File: src/rtl/fadd_sub_sched.sv
// rtl/fadd_sub_sched.sv - round-robin arbiter and stage sequencer for the shared FP add/sub datapath
module fadd_sub_sched #(
    parameter int LAT   = 3,
    parameter int TAG_W = 4
) (
    input  logic             i_clk,
    input  logic             i_reset,
    input  logic             i_flush,
    input  logic             i_req0_valid,
    output logic             o_req0_ready,
    input  logic [TAG_W-1:0] i_req0_tag,
    input  logic             i_req1_valid,
    output logic             o_req1_ready,
    input  logic [TAG_W-1:0] i_req1_tag,
    output logic             o_dp_load,
    output logic             o_dp_sel,
    output logic [LAT-1:0]   o_dp_stage_en,
    output logic             o_rsp_valid,
    input  logic             i_rsp_ready,
    output logic             o_rsp_id,
    output logic [TAG_W-1:0] o_rsp_tag,
    output logic             o_busy
);

    localparam int CNT_W = $clog2(LAT) + 1;
    localparam logic [CNT_W-1:0] CNT_LAST = CNT_W'(LAT - 1);

    localparam logic [1:0] S_IDLE = 2'd0;
    localparam logic [1:0] S_RUN  = 2'd1;
    localparam logic [1:0] S_DONE = 2'd2;

    logic [1:0]       r_state;
    logic [CNT_W-1:0] r_cnt;
    logic             r_rr_ptr;
    logic             r_owner;
    logic [TAG_W-1:0] r_tag;

    logic w_arb_ok;
    logic w_grant0;
    logic w_grant1;
    logic w_load;
    logic w_rsp_hs;

    // Reset and flush both mask grants so no handshake is lost in those cycles.
    assign w_arb_ok = (r_state == S_IDLE) && !i_flush && !i_reset;
    assign w_grant0 = w_arb_ok && i_req0_valid && (!i_req1_valid || !r_rr_ptr);
    assign w_grant1 = w_arb_ok && i_req1_valid && (!i_req0_valid ||  r_rr_ptr);
    assign w_load   = w_grant0 || w_grant1;

    assign o_req0_ready  = w_grant0;
    assign o_req1_ready  = w_grant1;
    assign o_dp_load     = w_load;
    // The operand mux must already point at the winner during the load cycle.
    assign o_dp_sel      = w_load ? w_grant1 : r_owner;
    assign o_dp_stage_en = (r_state == S_RUN && !i_flush) ? (LAT'(1) << r_cnt) : '0;
    assign o_rsp_valid   = (r_state == S_DONE) && !i_flush;
    assign o_rsp_id      = r_owner;
    assign o_rsp_tag     = r_tag;
    assign o_busy        = (r_state != S_IDLE);

    assign w_rsp_hs = o_rsp_valid && i_rsp_ready;

    always_ff @(posedge i_clk) begin
        if (i_reset) begin
            r_state  <= S_IDLE;
            r_cnt    <= '0;
            r_rr_ptr <= 1'b0;
            r_owner  <= 1'b0;
            r_tag    <= '0;
        end else if (i_flush) begin
            r_state <= S_IDLE;
            r_cnt   <= '0;
        end else begin
            case (r_state)
                S_IDLE: begin
                    if (w_load) begin
                        r_state <= S_RUN;
                        r_cnt   <= '0;
                        r_owner <= w_grant1;
                        r_tag   <= w_grant1 ? i_req1_tag : i_req0_tag;
                    end
                end
                S_RUN: begin
                    r_cnt <= r_cnt + 1'b1;
                    if (r_cnt == CNT_LAST) begin
                        r_state <= S_DONE;
                    end
                end
                S_DONE: begin
                    if (w_rsp_hs) begin
                        r_state  <= S_IDLE;
                        r_rr_ptr <= ~r_owner;
                    end
                end
                default: begin
                    r_state <= S_IDLE;
                    r_cnt   <= '0;
                end
            endcase
        end
    end

endmodule

File: config.mk
export PLATFORM = sky130hd
export DESIGN_NAME = fadd_sub_sched
export DESIGN_NICKNAME = d
export VERILOG_FILES = /design/src/rtl/fadd_sub_sched.sv
export SDC_FILE = /design/constraint.sdc
export NUM_CORES = 1
export LEC_CHECK = 0
export BUFFER_PORTS_ARGS = -buffer_cell sky130_fd_sc_hd__buf_2
export CORE_AREA = 2 2 42 44
export DETAILED_ROUTE_END_ITERATION = 16
export DIE_AREA = 0 0 44 46
export PLACE_DENSITY = 0.77
export REMOVE_ABC_BUFFERS = 1
export SKIP_LAST_GASP = 1
export SLEW_MARGIN = 20
export SYNTH_ARGS = -nofsm -noshare
export SYNTH_HDL_FRONTEND = slang
export SYNTH_SLANG_ARGS = --single-unit
File: constraint.sdc
create_clock -name i_clk -period 1.6 [get_ports i_clk]
set_clock_uncertainty 0.05 [all_clocks]
set_input_delay 0.08 -clock i_clk [delete_from_list [all_inputs] [get_ports i_clk]]
set_output_delay 0.08 -clock i_clk [all_outputs]
set_load 0.01 [all_outputs]
**Yosys cells after proc, flatten, opt, wreduce, memory -nomap -nowiden**

Index checks and enable logic that the tools add are counted.

- Register bits: 11
- Bits of input ports: 14
- Output and inout bits: 14
- Word-level logic and storage cells: 50

- $add $sub $neg: 1
- Eq/ne operators: 6
- Shift-type cells: 1
- Mux-type cells: 9
- Bitwise logic cells: 3
- Reduce and logical (&&, ||, !) cells: 25

Operators with widths:

| kind | number |
|---|---|
| 1-bit logical AND | 9 |
| 3-bit case mux with 3 select lines | 1 |
| 3-bit AND reduction | 3 |
| 2-bit two-way mux | 3 |
| 3-bit two-way mux | 2 |
| 2-bit case mux with 3 select lines | 1 |
| 1-bit logical NOT | 5 |
| 4-bit two-way mux | 1 |
| 2-bit != test, second input constant | 2 |
| 2-bit AND reduction | 2 |
| 3-bit by 1-bit adder with 3-bit output, second input constant | 1 |
| 3-bit by 2-bit equality test with 1-bit output, second input constant | 1 |
| 1-bit logical OR | 3 |
| 1-bit inverter | 3 |
| 1-bit by 3-bit left shift with 3-bit output, first input constant | 1 |
| 2-bit by 1-bit equality test with 1-bit output, second input constant | 1 |
| 2-bit equality test, second input constant | 1 |
| 2-bit logical NOT | 1 |
| 2-bit by 1-bit != test with 1-bit output, second input constant | 1 |
| 2-bit nonzero test | 1 |
| 2-bit OR reduction | 1 |
| 1-bit two-way mux | 1 |

**Longest topological paths before layout**

- Depth in word-level cells: 8
- Gate-level depth with buffers: 5
- Depth with buffers taken out: 5

**Worst setup path after synthesis**

No wires, ideal clock.

- Path kind: flip-flop to flip-flop
- Start: register r_state[1]
- End: register r_owner (netlist: o_rsp_id)
- Setup time: 132 ps
- Arrival time: 1,228 ps
- Required time: 1,418 ps
- Path slack: 190 ps
- Cell stages (with the launch flop): 5
- Path buffers: 1
- Clock period less this slack: 1,410 ps
- Path through: dfxtp_1 buf_6 or4_1 nor2_2 nor3_1

- Longest elaborated chain between the ends: 7
- Elaborated cells between the ends (all ways): 10
- Classes of those cells: mux: 1; reduce/logical: 9

Ends and longest elaborated chain:

| item | RTL line | RTL |
|---|---|---|
| start: declaration | 32 | `logic [1:0] r_state;` |
| start signal: assignment | 65 | `r_state <= S_IDLE;` |
| start signal: assignment | 71 | `r_state <= S_IDLE;` |
| start signal: assignment | 77 | `r_state <= S_RUN;` |
| 2-bit logical NOT | 45 | `assign w_arb_ok = (r_state == S_IDLE) && !i_flush && !i_reset;` |
| 1-bit logical AND (2 in a row) | 45 |  |
| 1-bit logical AND (2 in a row) | 46 | `assign w_grant0 = w_arb_ok && i_req0_valid && (!i_req1_valid \|\| !r_rr_ptr);` |
| net o_req0_ready | 10 | `output logic o_req0_ready,` |
| 1-bit logical OR | 48 | `assign w_load = w_grant0 \|\| w_grant1;` |
| 1-bit two-way mux | 76 | `if (w_load) begin` |
| end signal: assignment | 79 | `r_owner <= w_grant1;` |
| end: declaration | 35 | `logic r_owner;` |

The timed path passes the listed nets, and every way through them passes these cells.
A chain may end at the register's enable or synchronous reset.

**Worst setup path after layout**

- Start: register r_state[1]
- End: output port o_dp_sel

- Longest elaborated chain between the ends: 7
- Elaborated cells between the ends (all ways): 9
- Classes of those cells: mux: 1; reduce/logical: 8

Ends and longest elaborated chain:

| item | RTL line | RTL |
|---|---|---|
| 2-bit logical NOT * | 45 |  |
| 1-bit logical AND * (2 in a row) | 45 |  |
| 1-bit logical AND (on tied branches) (2 in a row) | 46, 47 |  |
| 1-bit logical OR | 48 |  |
| 1-bit two-way mux * | - |  |
| end: declaration | 16 | `output logic o_dp_sel,` |

Mark *: on every way between the ends. The rest lies on a longest branch, timed or not.

==> run metrics <==
status finished clean; layout cell share with drive strength beyond 1 0.394; register area share after synthesis 0.332; worst slew margin relative to its limit 0.757; count of mapped cells out of synthesis 75; met2 demand-to-capacity share in global routing 0.276; DRC violation count after routing 0; worst slack at placement 0.156 ns; final-stage net count 123; vertical die dimension 46 µm; final-layout setup total negative slack 0 ns; core utilization of the finished layout 0.531; Worst Max-Slew Pin Slew 0.364 ns; maximum fanout count along the critical path 3; Die Area 0.00202 mm²; routed wire length 1.46 mm; largest net degree at the start of global routing 14; post-synthesis async set-or-reset flop share 0; GR met1 Demand/Resource 0.193; global route hottest layer met2; core region area 0.00161 mm²; number of flops mapped to enable cells by yosys 0; kind of end point of the critical path output port; placer congestion estimate 0.728; number of non-filler instances in the completed layout 121; wire length of the first global-routing pass 2.39 mm; combinational fraction of design power 0.193; MaxCap Viol Count 0; CTS buffer count 3; Max Clk Rate 627 MHz; Final Setup Violations 0; buffer levels on the longest clock path 2; antenna diode count 0; number of rows created at floorplan 15; clock latency at the later pin of the worst-skew pair 0.26 ns; Die X-Extent 44 µm; met3 Track Usage GR 0.0159; post-synthesis instance area 663 µm²; DRC violation total after the first TritonRoute iteration 12; flip-flop and latch count after synthesis 11; final critical delay including setup and external delays 1.60 ns; Crit path arrival time 1.47 ns; clock tree from TritonCTS built; total power divided by cell area 680 mW/mm²; internal power 427 µW; Starting Density 0.411; vias in the first global route 562; clock root buffer master clkbuf_4; RSZ-0062 raised after global routing true; commonest cells in the synthesized netlist 11 x dfxtp_1, 7 x nor3_1, 6 x a21oi_1, 6 x inv_1; global-route congestion overflow total 0; final critical-path share of the clock period 0.997; number of levels in the clock H-tree 1; Area contributors post-synth dfxtp_1 33%, ha_1 7.5%, nor3_1 5.3%; yosys synthesis warning count 0; mean post-synth cell area 8.84 µm²; number of buffer cells added on primary ports 27; global-route usage over all layers 0.158; Synth Flop Type dfxtp_1; number of nets with antenna violations after detailed routing 0; mean number of vias per cell 5.53; biggest area consumer among synthesized cells dfxtp_1; hold crit path type input pin to flop; number of buffers inserted for hold repair after clock tree synthesis 0; switching part of the total power 0.267; area growth from synthesis to final layout 29.2%; Detail Placement HPWL 1.10 mm; sequential cell fraction of total power 0.492; Worst Path Class, Setup flop to output port; worst vdd ir 0.291 mV; initial antenna violation count 0; count of TritonRoute iterations in the first routing pass 4; via count 669; clock transition at the register clock pins on the worst setup and hold paths after CTS 0.07 ns; leakage power summed over all cells 0.377 nW; startpoint type of the worst setup path flop; Final Power 583 µW; Unique masters post-synth 29; post-detailed-route wirelength per cell 12.0 µm; Clk network pwr share 0.315; Switch Pwr 156 µW; total number of clock tree sinks 11; total count of hold-check failures in the final report 0; count of pins on the block boundary 28; Final Slew Violations 0; worst setup slack after layout 0.00454 ns; dominant cell by count in the synthesized netlist dfxtp_1; # placed instances 114; Required @ worst endpoint 1.47 ns; portion of synthesized cell area occupied by the leading cell type 0.332
## cells by family (layout without fill, tap and decap cells)
| group | Yosys count | count (layout) | synth area share |
|---|---|---|---|
| AO/OA/AOI/OAI | 22 | 22 | 0.240 |
| XOR/XNOR | 1 | 1 | 0.0132 |
| adder cells (fa/ha/maj) | 4 | 4 | 0.0755 |
| buffers and inverters | 11 | 40 | 0.0849 |
| flip-flops | 11 | 11 | 0.332 |
| AND/OR/NAND/NOR | 26 | 26 | 0.255 |
## sequential cells by signal (all words and copies together), names as in the netlist
| register | cells |
|---|---|
| o_rsp_id | 1 |
| o_rsp_tag | 4 |
| r_cnt | 3 |
| r_rr_ptr | 1 |
| r_state | 2 |
## layout make-up
class	instances	area [µm²]
sequential	11	228
inverter	6	22.5
multi-input combinational	53	402
tap	17	21.3
timing repair buffer	30	158
fill	150	757
clock buffer	4	26.3
## layout by cell type, fill, tap and decap left out, types with 2 or more instances in the layout
| master | instances |
|---|---|
| buf_2 | 27 |
| dfxtp_1 | 9 |
| a21oi_1 | 6 |
| inv_1 | 6 |
| nor3_1 | 6 |
| o32ai_1 | 4 |
| a211oi_1 | 4 |
| ha_1 | 4 |
| and2_1 | 3 |
| clkbuf_4 | 3 |
| buf_4 | 3 |
| nor2_1 | 2 |
| nor2b_1 | 2 |
| nand2b_1 | 2 |
| a32oi_1 | 2 |
| dfxtp_4 | 2 |
## worst max-delay path, cell delays in order (launching register included)
cell and delay [ns]:
dfxtp_4 0.34, or4_4 0.54, nor2_2 0.14, nor2_1 0.06
buf_2 0.13
## per-layer routing
| metal | share of wire | vias up |
|---|---|---|
| met4 | 0.016 | 0 |
| met3 | 0.061 | 2 |
| met5 | 0 | - |
| met2 | 0.50 | 24 |
| met1 | 0.43 | 306 |
| li1 | - | 337 |
## per-stage QoR
stage / hold slack, ns / instance area, µm²
floorplan: 0.0991 / 629
finish: 0.0522 / 857
CTS: 0.0406 / 846
global placement: 0.334 / 786
detailed placement: 0.333 / 786
global route: 0.0640 / 857
## what timing repair did
item | 4_1_cts | 5_1_grt
buffers inserted | 3 | 0
resized for setup | 5 | 2
endpoints found under the setup margin | 4 | 3
pin swaps | 2 | 0
## power groups by stage
| stage | registers (mW) | clock network, mW | logic [mW] |
|---|---|---|---|
| 2_1_floorplan | 0.301 | 0 | 0.0494 |
| 3_3_place_gp | 0.298 | 0 | 0.100 |
| 3_5_place_dp | 0.298 | 0 | 0.102 |
| 4_1_cts | 0.287 | 0.195 | 0.111 |
| 5_1_grt | 0.288 | 0.208 | 0.125 |
| 6_report | 0.287 | 0.184 | 0.113 |
## final timing paths
| path | end | slack, ns | from | cells past startpoint |
|---|---|---|---|---|
| worst max-delay path | o_dp_sel | 0.005 | r_state[1] | 4 |
| worst min register to register | r_rr_ptr | 0.46 | r_rr_ptr | 2 |
| worst min-delay path | r_state[1] | 0.05 | i_rsp_ready | 3 |
| worst max register to register | o_rsp_tag[1] | 0.17 | r_state[0] | 5 |
Power figures use the tool's default switching activity.
